===== src/rtl/sdram_frame_arbiter.sv =====
// Page-burst scheduler between the camera FIFO (writes) and the VGA FIFO (reads) on one SDRAM port.
// Define SDRAM_ARB_TRIPLE_BUF_EN for three rotating frame regions; otherwise one region is shared.
module sdram_frame_arbiter #(
    parameter int DATA_WD     = 16,
    parameter int ADDR_WD     = 14,
    parameter int CNT_WD      = 11,
    parameter int FIFO_DEPTH  = 2048,
    parameter int PAGE_WORDS  = 256,
    parameter int FRAME_PAGES = 1200,
    parameter int RD_URGENT   = 256
) (
    input  logic               clk_i,
    input  logic               rst_i,
    input  logic [CNT_WD-1:0]  wr_cnt_i,
    input  logic [CNT_WD-1:0]  rd_cnt_i,
    input  logic               ready_i,
    input  logic               fpga_data_valid_i,
    input  logic               sd_data_valid_i,
    output logic               rw_o,
    output logic               rw_en_o,
    output logic [ADDR_WD-1:0] addr_o,
    output logic               rd_src_fifo_o,
    output logic               wr_dst_fifo_o,
    output logic [1:0]         wr_frame_o,
    output logic [1:0]         rd_frame_o,
    output logic               first_frame_o
);

    localparam int WORD_WD = $clog2(PAGE_WORDS + 1);
    localparam int PAGE_WD = $clog2(FRAME_PAGES);
    localparam logic [CNT_WD:0]      PW_C     = (CNT_WD+1)'(PAGE_WORDS);
    localparam logic [CNT_WD:0]      DEPTH_M1 = (CNT_WD+1)'(FIFO_DEPTH - 1);
    localparam logic [CNT_WD:0]      URG_C    = (CNT_WD+1)'(RD_URGENT);
    localparam logic [WORD_WD-1:0]   WORD_END = WORD_WD'(PAGE_WORDS - 1);
    localparam logic [PAGE_WD-1:0]   PAGE_END = PAGE_WD'(FRAME_PAGES - 1);

    if (DATA_WD <= 0) begin : g_bad_data_wd
        $error("DATA_WD must be positive");
    end

    typedef enum logic [1:0] {IDLE, WR_BURST, RD_BURST} state_t;

    state_t               state, state_nxt;
    logic [WORD_WD-1:0]   word_cnt;
    logic [PAGE_WD-1:0]   wr_page, rd_page;
    logic                 last_grant;  // 1 = last grant was a read
    logic                 wr_pend, rd_pend, urgent;
    logic                 grant_wr, grant_rd;
    logic                 wr_valid, rd_valid, word_last, wr_done, rd_done, wr_page_last;
    logic [CNT_WD:0]      rd_cnt_ext, rd_space;
    logic [ADDR_WD-1:0]   wr_base, rd_base, addr_nxt;

    assign rd_cnt_ext   = {1'b0, rd_cnt_i};
    assign rd_space     = DEPTH_M1 - rd_cnt_ext;
    assign wr_pend      = {1'b0, wr_cnt_i} >= PW_C;
    assign rd_pend      = first_frame_o && (rd_cnt_ext <= DEPTH_M1) && (rd_space >= PW_C);
    assign urgent       = rd_pend && (rd_cnt_ext < URG_C);

    // Strobes only count while the matching burst owns the controller.
    assign wr_valid      = (state == WR_BURST) && fpga_data_valid_i;
    assign rd_valid      = (state == RD_BURST) && sd_data_valid_i;
    assign word_last     = word_cnt == WORD_END;
    assign wr_done       = wr_valid && word_last;
    assign rd_done       = rd_valid && word_last;
    assign wr_page_last  = wr_page == PAGE_END;
    assign rd_src_fifo_o = wr_valid;
    assign wr_dst_fifo_o = rd_valid;

    always_comb begin
        state_nxt = state;
        grant_wr  = 1'b0;
        grant_rd  = 1'b0;
        case (state)
            IDLE: begin
                if (ready_i) begin
                    if (urgent)                  grant_rd = 1'b1;
                    else if (wr_pend && rd_pend) begin
                        grant_wr = last_grant;
                        grant_rd = !last_grant;
                    end
                    else if (wr_pend)            grant_wr = 1'b1;
                    else if (rd_pend)            grant_rd = 1'b1;
                end
                if (grant_wr)      state_nxt = WR_BURST;
                else if (grant_rd) state_nxt = RD_BURST;
            end
            WR_BURST: if (wr_done) state_nxt = IDLE;
            RD_BURST: if (rd_done) state_nxt = IDLE;
            default:  state_nxt = IDLE;
        endcase
    end

`ifdef SDRAM_ARB_TRIPLE_BUF_EN
    localparam logic [ADDR_WD-1:0] FP_A = ADDR_WD'(FRAME_PAGES);

    logic [1:0] wr_frame, rd_frame, last_done, last_done_nxt, rd_frame_sel;

    // A reader starting a new frame sees a frame completed in the same cycle.
    assign last_done_nxt = (wr_done && wr_page_last) ? wr_frame : last_done;
    assign rd_frame_sel  = (rd_page == '0) ? last_done_nxt : rd_frame;
    assign wr_base       = ADDR_WD'(wr_frame) * FP_A;
    assign rd_base       = ADDR_WD'(rd_frame_sel) * FP_A;
    assign wr_frame_o    = wr_frame;
    assign rd_frame_o    = rd_frame;

    always_ff @(posedge clk_i) begin
        if (rst_i) begin
            wr_frame  <= '0;
            rd_frame  <= '0;
            last_done <= '0;
        end else begin
            last_done <= last_done_nxt;
            if (wr_done && wr_page_last)
                wr_frame <= (wr_frame == 2'd2) ? 2'd0 : wr_frame + 2'd1;
            if (grant_rd)
                rd_frame <= rd_frame_sel;
        end
    end
`else
    assign wr_base    = '0;
    assign rd_base    = '0;
    assign wr_frame_o = '0;
    assign rd_frame_o = '0;
`endif

    assign addr_nxt = grant_rd ? rd_base + ADDR_WD'(rd_page) : wr_base + ADDR_WD'(wr_page);

    always_ff @(posedge clk_i) begin
        if (rst_i) begin
            state         <= IDLE;
            word_cnt      <= '0;
            wr_page       <= '0;
            rd_page       <= '0;
            last_grant    <= 1'b1;
            rw_en_o       <= 1'b0;
            rw_o          <= 1'b0;
            addr_o        <= '0;
            first_frame_o <= 1'b0;
        end else begin
            state   <= state_nxt;
            rw_en_o <= grant_wr || grant_rd;
            if (grant_wr || grant_rd) begin
                rw_o       <= grant_rd;
                last_grant <= grant_rd;
                addr_o     <= addr_nxt;
            end
            if (wr_valid || rd_valid)
                word_cnt <= word_last ? '0 : word_cnt + 1'b1;
            if (wr_done) begin
                wr_page <= wr_page_last ? '0 : wr_page + 1'b1;
                if (wr_page_last) first_frame_o <= 1'b1;
            end
            if (rd_done)
                rd_page <= (rd_page == PAGE_END) ? '0 : rd_page + 1'b1;
        end
    end

endmodule


===== config.mk =====
export PLATFORM = sky130hd
export DESIGN_NAME = sdram_frame_arbiter
export DESIGN_NICKNAME = d
export VERILOG_FILES = /design/src/rtl/sdram_frame_arbiter.sv
export SDC_FILE = /design/constraint.sdc
export NUM_CORES = 1
export LEC_CHECK = 0
export ABC_AREA = 0
export CORE_MARGIN = 2
export CORE_UTILIZATION = 25
export CTS_BUF_LIST = sky130_fd_sc_hd__clkbuf_16
export DETAILED_ROUTE_END_ITERATION = 10
export GPL_TIMING_DRIVEN = 0
export MAX_ROUTING_LAYER = met4
export PLACE_DENSITY = 0.55
export SYNTH_ARGS = -nofsm -noshare
export SYNTH_HDL_FRONTEND = slang
export SYNTH_SLANG_ARGS = --single-unit

===== constraint.sdc =====
create_clock -name clk_i -period 2.3 [get_ports clk_i]
set_clock_uncertainty 0.15 [all_clocks]
set_input_delay 0.46 -clock clk_i [delete_from_list [all_inputs] [get_ports clk_i]]
set_output_delay 0.46 -clock clk_i [all_outputs]
set_load 0.05 [all_outputs]

==> impl_results.rst, run 1 <==
.. list-table::
   :header-rows: 1

   * - Metric
     - Value
   * - Crit-path max FO
     - 10
   * - Post-synthesis cell type with the largest combined area
     - sky130_fd_sc_hd__dfxtp_1
   * - Number of top-level pins
     - 50
   * - Part of the total power dissipated in combinational logic
     - ~7.2%
   * - Maximum capacitance violations
     - 0
   * - Cell types occupying the most area after synthesis
     - sky130_fd_sc_hd__dfxtp_1, sky130_fd_sc_hd__a221o_1, sky130_fd_sc_hd__nor2_1
   * - Number of synthesis warnings
     - 0
   * - Global router's overall resource usage
     - 12.1%
   * - Required time of the critical path
     - about 1.7 ns
   * - Hold Path Origin
     - rw_o
   * - Top layer reached by signal wires
     - met4
   * - Multi-input gate area
     - approximately 1300 sq um
   * - Timing startpoint of the critical path
     - sd_data_valid_i
   * - Worst ir drop on vdd
     - about 0.27 mV
   * - Number of global-route vias before repair
     - between 1,500 and 2,000
   * - Count of inserted antenna diode cells
     - 0
   * - Headroom to the max-slew limit
     - between 50% and 60%
   * - Register bit total from synthesis
     - 48
   * - Routed wl met3
     - 243 um
   * - Finished layout cell area
     - about 3000 sq um
   * - Worst-Margin Slew
     - approximately 0.71 ns
   * - Clock sinks
     - 48
   * - Prevailing post-synth register cell
     - sky130_fd_sc_hd__dfxtp_1
   * - Layout cells sized above 1
     - between 10% and 20%
   * - Die Ht
     - 101 um
   * - Number of unique standard cell types used by synthesis
     - 55
   * - Final HPWL DP
     - around 4200 um
   * - Setup repair after global routing missed its margin
     - no
   * - Class of the most critical hold timing path
     - register to register
   * - Final Critical Period
     - 2.23 ns
   * - Mapped cell area
     - 2350 sq um
   * - WP data arrival
     - roughly 1.6 ns
   * - Cell-internal power
     - approximately 1.4 mW
   * - Syn-to-layout area delta
     - 26.2%
   * - Reg-to-reg critical path endpoint
     - rd_page[10]
   * - Global route overflow
     - 0
   * - Final Cycle Share
     - a little over nine tenths
   * - Power per cell area
     - slightly above 600 nW/um^2
   * - Fmax
     - 448 MHz
   * - Routed wire length
     - around 5800 um
   * - Crit end category
     - output port
   * - Later-pin clock latency in the skew report
     - approximately 0.29 ns
   * - First-pass GRT wire length
     - 9390 um
   * - Full die area
     - a little over 10,000 sq um
   * - Antenna-violating nets left
     - 0
   * - Hold Fails Final Rpt
     - 0
   * - Count of endpoints failing setup in the final report
     - 0
   * - Drt drc
     - 0
   * - Share of the synthesized area in the top cell type
     - 40.9%
   * - DRC marker count from the first detailed-route iteration
     - 105
   * - Pin count of the biggest net entering global routing
     - 16
   * - Core region area
     - around 9000 sq um
   * - Leakage Power
     - between 1 and 1.5 nW
   * - Initial core utilization
     - approximately 26%
   * - CTS tree
     - built
   * - Share of the core filled with cells
     - around a third
   * - Count of mapped cells out of synthesis
     - roughly 270
   * - Register-to-Register Path Depth
     - 5
   * - Post-synth EDFFs
     - 0
   * - Average size of a mapped cell
     - slightly below 9 sq um
   * - Pre-antenna DRT Iters
     - 4
   * - Startpoint-to-endpoint class of the critical path
     - input port to output port
   * - Number of port buffers
     - 25
   * - Worst setup path endpoint
     - wr_dst_fifo_o
   * - Max Buffers Root-to-Sink
     - 2
   * - Switching Share
     - approximately 22%
   * - Total CTS buffers
     - 5
   * - Share of flip-flops with an asynchronous set or reset after synthesis
     - 0%
   * - Register clock-pin slew on the reported worst setup and hold paths
     - 0.06 ns
   * - Standard cell area after detailed placement
     - between 2000 and 3000 sq um
   * - Number of fill cells in the layout
     - between 900 and 1,000
   * - H-tree lvl count
     - 2
   * - Worst r2r src
     - word_cnt[0]
   * - Routed met1 length
     - 2860 um
   * - CP Launch Type
     - input port
   * - DR vias/cell
     - 5.04
   * - Relative contribution of the clock network to total power
     - roughly 46%
   * - Antenna violations before repair
     - 0
   * - Depth of the worst hold-timing path
     - 2
   * - Post-layout nets
     - 335
   * - Total via count in the routed design
     - 2,102
   * - Sequential Area
     - between 900 and 1000 sq um
   * - Average wire per cell in the routed design
     - between 10 and 15 um
   * - Die boundary width
     - a little over 100 um
   * - R2R setup slack
     - around 0.14 ns
   * - Portion of the post-synthesis area used by sequential elements
     - between 40% and 50%
   * - Result of the run
     - complete, no violations
   * - Share of total power in sequential cells
     - a little under half
   * - Cell at the root of the clock tree
     - sky130_fd_sc_hd__clkbuf_16
   * - Count of hold buffers inserted by post-cts repair
     - 0
   * - Final max-slew violation count
     - 0
   * - Power dissipated by switching net loads
     - roughly 0.4 mW
   * - Global placement routability congestion
     - ~0.86
   * - Detailed-routed wire length on met2
     - 2540 um
   * - Number of cell rows
     - 35
==> worst max-delay path: stages <==
cell                              delay (ns)
sky130_fd_sc_hd__clkdlybuf4s50_1        0.47
sky130_fd_sc_hd__and3b_1                0.20
sky130_fd_sc_hd__buf_2                  0.22
sky130_fd_sc_hd__clkbuf_4               0.27
==> layout make-up <==
class                           count  share of cell area, %
Timing Repair Buffer               25                   8.19
Tap cell                          111                   4.69
Sequential cell                    48                   32.4
Buffer                             15                   3.00
Multi-Input combinational cell    204                   45.3
Inverter                            6                  0.760
Clock inverter                      3                   1.44
Clock buffer                        5                   4.22
==> power by group through the flow <==
| stage | combinational (mW) | sequential, mW | clock (mW) |
|---|---|---|---|
| after global routing | 0.140 | 0.844 | 0.877 |
| after CTS | 0.128 | 0.843 | 0.848 |
| final | 0.130 | 0.844 | 0.822 |
| after global placement | 0.127 | 0.862 | 0 |
| after detailed placement | 0.127 | 0.862 | 0 |
| after floorplan | 0.0840 | 0.864 | 0 |
==> synthesized netlist by cell type (3+ instances only) <==
library cell / count
sky130_fd_sc_hd__nand3_1: 9
sky130_fd_sc_hd__nor2_1: 24
sky130_fd_sc_hd__or3_1: 11
sky130_fd_sc_hd__a221o_1: 10
sky130_fd_sc_hd__a21oi_1: 17
sky130_fd_sc_hd__dfxtp_1: 48
sky130_fd_sc_hd__buf_4: 7
sky130_fd_sc_hd__ha_1: 3
sky130_fd_sc_hd__xor2_1: 10
sky130_fd_sc_hd__o21ai_0: 13
sky130_fd_sc_hd__o2111ai_1: 3
sky130_fd_sc_hd__and3_1: 4
sky130_fd_sc_hd__nand2b_1: 3
sky130_fd_sc_hd__nor3_1: 8
sky130_fd_sc_hd__nand2_1: 17
sky130_fd_sc_hd__nand4_1: 14
sky130_fd_sc_hd__inv_1: 4
sky130_fd_sc_hd__and2_1: 6
sky130_fd_sc_hd__buf_2: 4
sky130_fd_sc_hd__nor4b_1: 4
sky130_fd_sc_hd__clkbuf_1: 4
==> kinds of logic after synthesis <==
group                    Yosys count  synth area share [%]
AO/OA/AOI/OAI                     63                  19.2
multiplexers                       2                 0.853
XOR/XNOR                          11                  4.10
other                              1                 0.160
flip-flops                        48                  40.9
adder cells (fa/ha/maj)            3                  1.60
buffers and inverters             21                  4.69
AND/OR/NAND/NOR                  118                  28.4
==> sequential cells by signal, indices dropped and copies added (netlist names) <==
signal / flops
rw_o: 1
addr_o: 11
state: 2
last_grant: 1
word_cnt: 9
first_frame_o: 1
rd_page: 11
wr_page: 11
rw_en_o: 1
==> worst min path at each step <==
| stage | endpoint | slack, ns |
|---|---|---|
| finish | rw_o | 0.31 |
| detailed placement | rw_o | 0.30 |
| global route | rw_o | 0.35 |
| floorplan | word_cnt[1] | 0.29 |
| global placement | rw_o | 0.30 |
| CTS | rw_o | 0.31 |
==> timing repair <==
item | 4_1_cts | 5_1_grt
resized for setup | 12 | 9
buffers inserted | 0 | 0
endpoints found under the setup margin | 12 | 21
==> through the flow <==
step | setup TNS [ns] | hold slack (ns) | worst slack, ns | total power, mW | cells
finish | 0 | 0.307 | 0.0659 | 1.80 | 417
detailed placement | -8.69 | 0.302 | -0.493 | 0.989 | 409
CTS | 0 | 0.311 | 0.00843 | 1.82 | 417
global placement | -8.48 | 0.304 | -0.503 | 0.989 | 409
floorplan | 0 | 0.294 | 0.304 | 0.948 | 273
global route | 0 | 0.351 | 0.00887 | 1.86 | 417
==> metal layers <==
| layer | global-route usage [%] | vias up |
|---|---|---|
| met5 | - | - |
| met4 | 5.20 | 0 |
| met3 | 2.77 | 10 |
| met2 | 18.1 | 49 |
| met1 | 15.7 | 979 |
| li1 | - | 1064 |
==> layout by cell type, fill, tap and decap left out, drive strengths merged, types with 2 or more instances in the layout <==
cell and n:
a221o 10, nand2b 3, or3 11, ha 3, a21oi 18, clkinv 4, and2 6, nand3b 3
nand2 17, nand4b 2, xor2 10, o21ai 13, nor4b 4, buf 12, and3 4, o2111ai 3
and4 2, conb 7, o31ai 3, clkdlybuf4s50 23, o211ai 2, clkbuf 10, nand4 14, nor3 8
mux2i 2, dfxtp 48, inv 4, a2bb2oi 2, nand3 9, a211o 2, nor2 25, nor2b 2
Note: power is estimated with default switching activity, not from simulation.
==> run 2: changes to the inputs <==
--- a/config.mk
+++ b/config.mk
@@ -12,7 +12,6 @@
 export DETAILED_ROUTE_END_ITERATION = 10
 export GPL_TIMING_DRIVEN = 0
 export MAX_ROUTING_LAYER = met4
-export PLACE_DENSITY = 0.55
 export SYNTH_ARGS = -nofsm -noshare
 export SYNTH_HDL_FRONTEND = slang
 export SYNTH_SLANG_ARGS = --single-unit
==> constraint.sdc (replaced) <==
create_clock -name clk_i -period 2.81 [get_ports clk_i]
set_clock_uncertainty 0.15 [all_clocks]
set_input_delay 0.562 -clock clk_i [delete_from_list [all_inputs] [get_ports clk_i]]
set_output_delay 0.562 -clock clk_i [all_outputs]
set_load 0.05 [all_outputs]
==> run 2 against run 1 <==
Against the previous run: global-route usage about the same; critical path depth unchanged; via count down 0.76%; count of clock-buffer cells in the layout unchanged; sequential share of layout area up 0.73 points; first-iteration DRC count up 22%; cell area down 2.2%; die area unchanged; clock power down 29%; critical path type unchanged; critical endpoint unchanged; largest power group unchanged.
==> impl_results.rst, run 2 (synthesized netlist as in run 1, its figures left out) <==
.. list-table::
   :header-rows: 1

   * - Metric
     - Value
   * - Result of the run
     - complete, no violations
   * - Core region area
     - 9150 sq um (unchanged)
   * - Final HPWL DP
     - 4260 um (+0.24%)
   * - Number of top-level pins
     - 50 (unchanged)
   * - Number of global-route vias before repair
     - 1,948 (+1.3%)
   * - Class of the most critical hold timing path
     - register to register
   * - Die Ht
     - 101 um (unchanged)
   * - DRC marker count from the first detailed-route iteration
     - 128 (+22%)
   * - Setup repair after global routing missed its margin
     - no
   * - First-pass GRT wire length
     - 9450 um (+0.60%)
   * - Global placement routability congestion
     - 0.794 (-7.8%)
   * - Post-layout nets
     - 335 (unchanged)
   * - Power per cell area
     - 474 nW/um^2 (-22%)
   * - Standard cell area after detailed placement
     - 2760 sq um (unchanged)
   * - DR vias/cell
     - 5.00 (-0.76%)
   * - Number of non-filler instances in the completed layout
     - 417 (unchanged)
   * - Drt drc
     - 0 (unchanged)
   * - Hold Worst Slack
     - 0.315 ns (+0.00717 ns)
   * - Pre-antenna DRT Iters
     - 4 (unchanged)
   * - Number of cell rows
     - 35 (unchanged)
   * - Routed wire length
     - 5770 um (-0.22%)
   * - Syn-to-layout area delta
     - 23.5%
   * - Crit end category
     - output port
   * - Pin count of the biggest net entering global routing
     - 15 (-1)
   * - Count of hold buffers inserted by post-cts repair
     - 0 (unchanged)
   * - Final Cycle Share
     - ~97%
   * - Number of port buffers
     - 25 (unchanged)
   * - Register clock-pin slew on the reported worst setup and hold paths
     - 0.06 ns (about the same)
   * - Worst ir drop on vdd
     - 0.223 mV (-19%)
   * - Total via count in the routed design
     - 2,086 (-0.76%)
   * - Crit-path max FO
     - 10 (unchanged)
   * - Count of inserted antenna diode cells
     - 0 (unchanged)
   * - H-tree lvl count
     - 2 (unchanged)
   * - Initial core utilization
     - 25.6% (unchanged)
   * - Maximum capacitance violations
     - 0 (unchanged)
   * - CTS tree
     - built
   * - Most common cell after layout, fill and taps aside
     - sky130_fd_sc_hd__dfxtp_1
   * - Count of endpoints failing setup in the final report
     - 0 (unchanged)
   * - CP Launch Type
     - input port
   * - Total power consumption of the routed design
     - 1.37 mW (-23%)
   * - Leakage Power
     - 1.02 nW (-2.1%)
   * - Later-pin clock latency in the skew report
     - 0.29 ns (about the same)
   * - Cell count after placement
     - 409 (unchanged)
   * - Global router's overall resource usage
     - 12.1% (-0.023 points)
   * - Total CTS buffers
     - 5 (unchanged)
   * - Max Buffers Root-to-Sink
     - 2 (unchanged)
   * - Full die area
     - 10,200 sq um (unchanged)
   * - Die boundary width
     - 101 um (unchanged)
   * - Global route overflow
     - 0 (unchanged)
   * - Average wire per cell in the routed design
     - 13.8 um (-0.22%)
   * - Antenna violations before repair
     - 0 (unchanged)
   * - Antenna-violating nets left
     - 0 (unchanged)
   * - Clock sinks
     - 48 (unchanged)
   * - Number of fill cells in the layout
     - 945 (+1.7%)
   * - Required time of the critical path
     - 2.10 ns (+0.41 ns)
   * - WP data arrival
     - 2.00 ns (+0.38 ns)
   * - Final Critical Period
     - approximately 2.7 ns
   * - Depth of the worst hold-timing path
     - 2 (unchanged)
   * - Highest-count cells in the layout ignoring fill and taps
     - sky130_fd_sc_hd__dfxtp_1, sky130_fd_sc_hd__nor2_1, sky130_fd_sc_hd__clkdlybuf4s50_1
   * - Headroom to the max-slew limit
     - 26.5% (-26 points)
   * - Register-to-Register Path Depth
     - 5 (unchanged)
   * - Final max-slew violation count
     - 0 (unchanged)
   * - Cell at the root of the clock tree
     - sky130_fd_sc_hd__clkbuf_16
   * - Hold Fails Final Rpt
     - 0 (unchanged)
   * - Worst-Margin Slew
     - 1.09 ns (+0.382 ns)
   * - Fmax
     - approximately 370 MHz
   * - Startpoint-to-endpoint class of the critical path
     - input port to output port
   * - Finished layout cell area
     - 2900 sq um (-2.2%)
   * - Layout cells sized above 1
     - 8.50% (-2.9 points)
   * - Largest registers ranked by flip-flop count
     - addr_o: 11 flops, rd_page: 11 flops, wr_page: 11 flops
-- run 2: cell count changes in the layout (fill, tap and decap cells not counted), sizes merged --
cell           delta
clkdlybuf4s15     +1
clkinv            -1
bufinv            -1
dlygate4sd2       +1
clkinvlp          +1
inv               +1
buf               -1
clkbuf            -1
-- run 2: path summary, 6_finish.rpt --
| path | from | endpoint | slack [ns] |
|---|---|---|---|
| max reg2reg | word_cnt[0] | wr_page[3] | 0.43 |
| min reg2reg | rw_o | rw_o | 0.31 |
| min | rw_o | rw_o | 0.31 |
| max | sd_data_valid_i | wr_dst_fifo_o | 0.09 |
-- run 2: layout make-up --
class / instances / area (sq um) / area share [%]
buffer: 15 / 87.6 / 3.02
clock buffer: 5 / 125 / 4.32
clock inverter: 3 / 15.0 / 0.518
inverter: 6 / 22.5 / 0.777
multi-input combinational: 204 / 1300 / 44.8
sequential: 48 / 961 / 33.2
tap: 111 / 139 / 4.79
timing repair buffer: 25 / 249 / 8.59
-- run 2: where the power goes --
group | switching, mW | internal, mW | leakage, nW | total [mW]
registers | 0.00511 | 0.685 | 0.387 | 0.690
logic | 0.0674 | 0.0353 | 0.566 | 0.103
clock network | 0.258 | 0.324 | 0.0687 | 0.581
-- run 2: timing repair --
action                     4_1_cts  5_1_grt
gates resized for setup          2        1
setup endpoints to repair        2        1
setup buffers                    0        0
-- run 2: critical path: stages --
cell and delay (ns):
sky130_fd_sc_hd__clkdlybuf4s50_1 0.48, sky130_fd_sc_hd__and3b_1 0.20, sky130_fd_sc_hd__buf_2 0.23, sky130_fd_sc_hd__clkdlybuf4s15_1 0.53
-- run 2: per-stage QoR --
step / TNS [ns] / setup WS (ns) / utilization, %
detailed placement: -0.403 / -0.242 / 30.1
global route: 0 / 0.00346 / 31.7
global placement: -0.422 / -0.253 / 30.1
floorplan: 0 / 0.749 / -
finish: 0 / 0.0932 / 31.7
CTS: 0 / 0.0342 / 31.6
-- run 2: per-layer routing --
metal | part of all wire [%] | GRT usage (%) | wire (um) | up-vias
li1 | - | - | - | 1065
met1 | 48 | 15.5 | 2770 | 985
met2 | 47 | 19.0 | 2720 | 26
met3 | 3.6 | 2.91 | 206 | 10
met4 | 1.2 | 3.43 | 70 | 0
met5 | 0 | - | 0 | -
==> run 3: changes to the inputs <==
--- a/config.mk
+++ b/config.mk
@@ -9,6 +9,7 @@
 export CORE_MARGIN = 2
 export CORE_UTILIZATION = 25
 export CTS_BUF_LIST = sky130_fd_sc_hd__clkbuf_16
+export CTS_CLUSTER_SIZE = 16
 export DETAILED_ROUTE_END_ITERATION = 10
 export GPL_TIMING_DRIVEN = 0
 export MAX_ROUTING_LAYER = met4
==> results of run 3 <==
No change in the layout: final DEF, timing and power equal those of run 2.
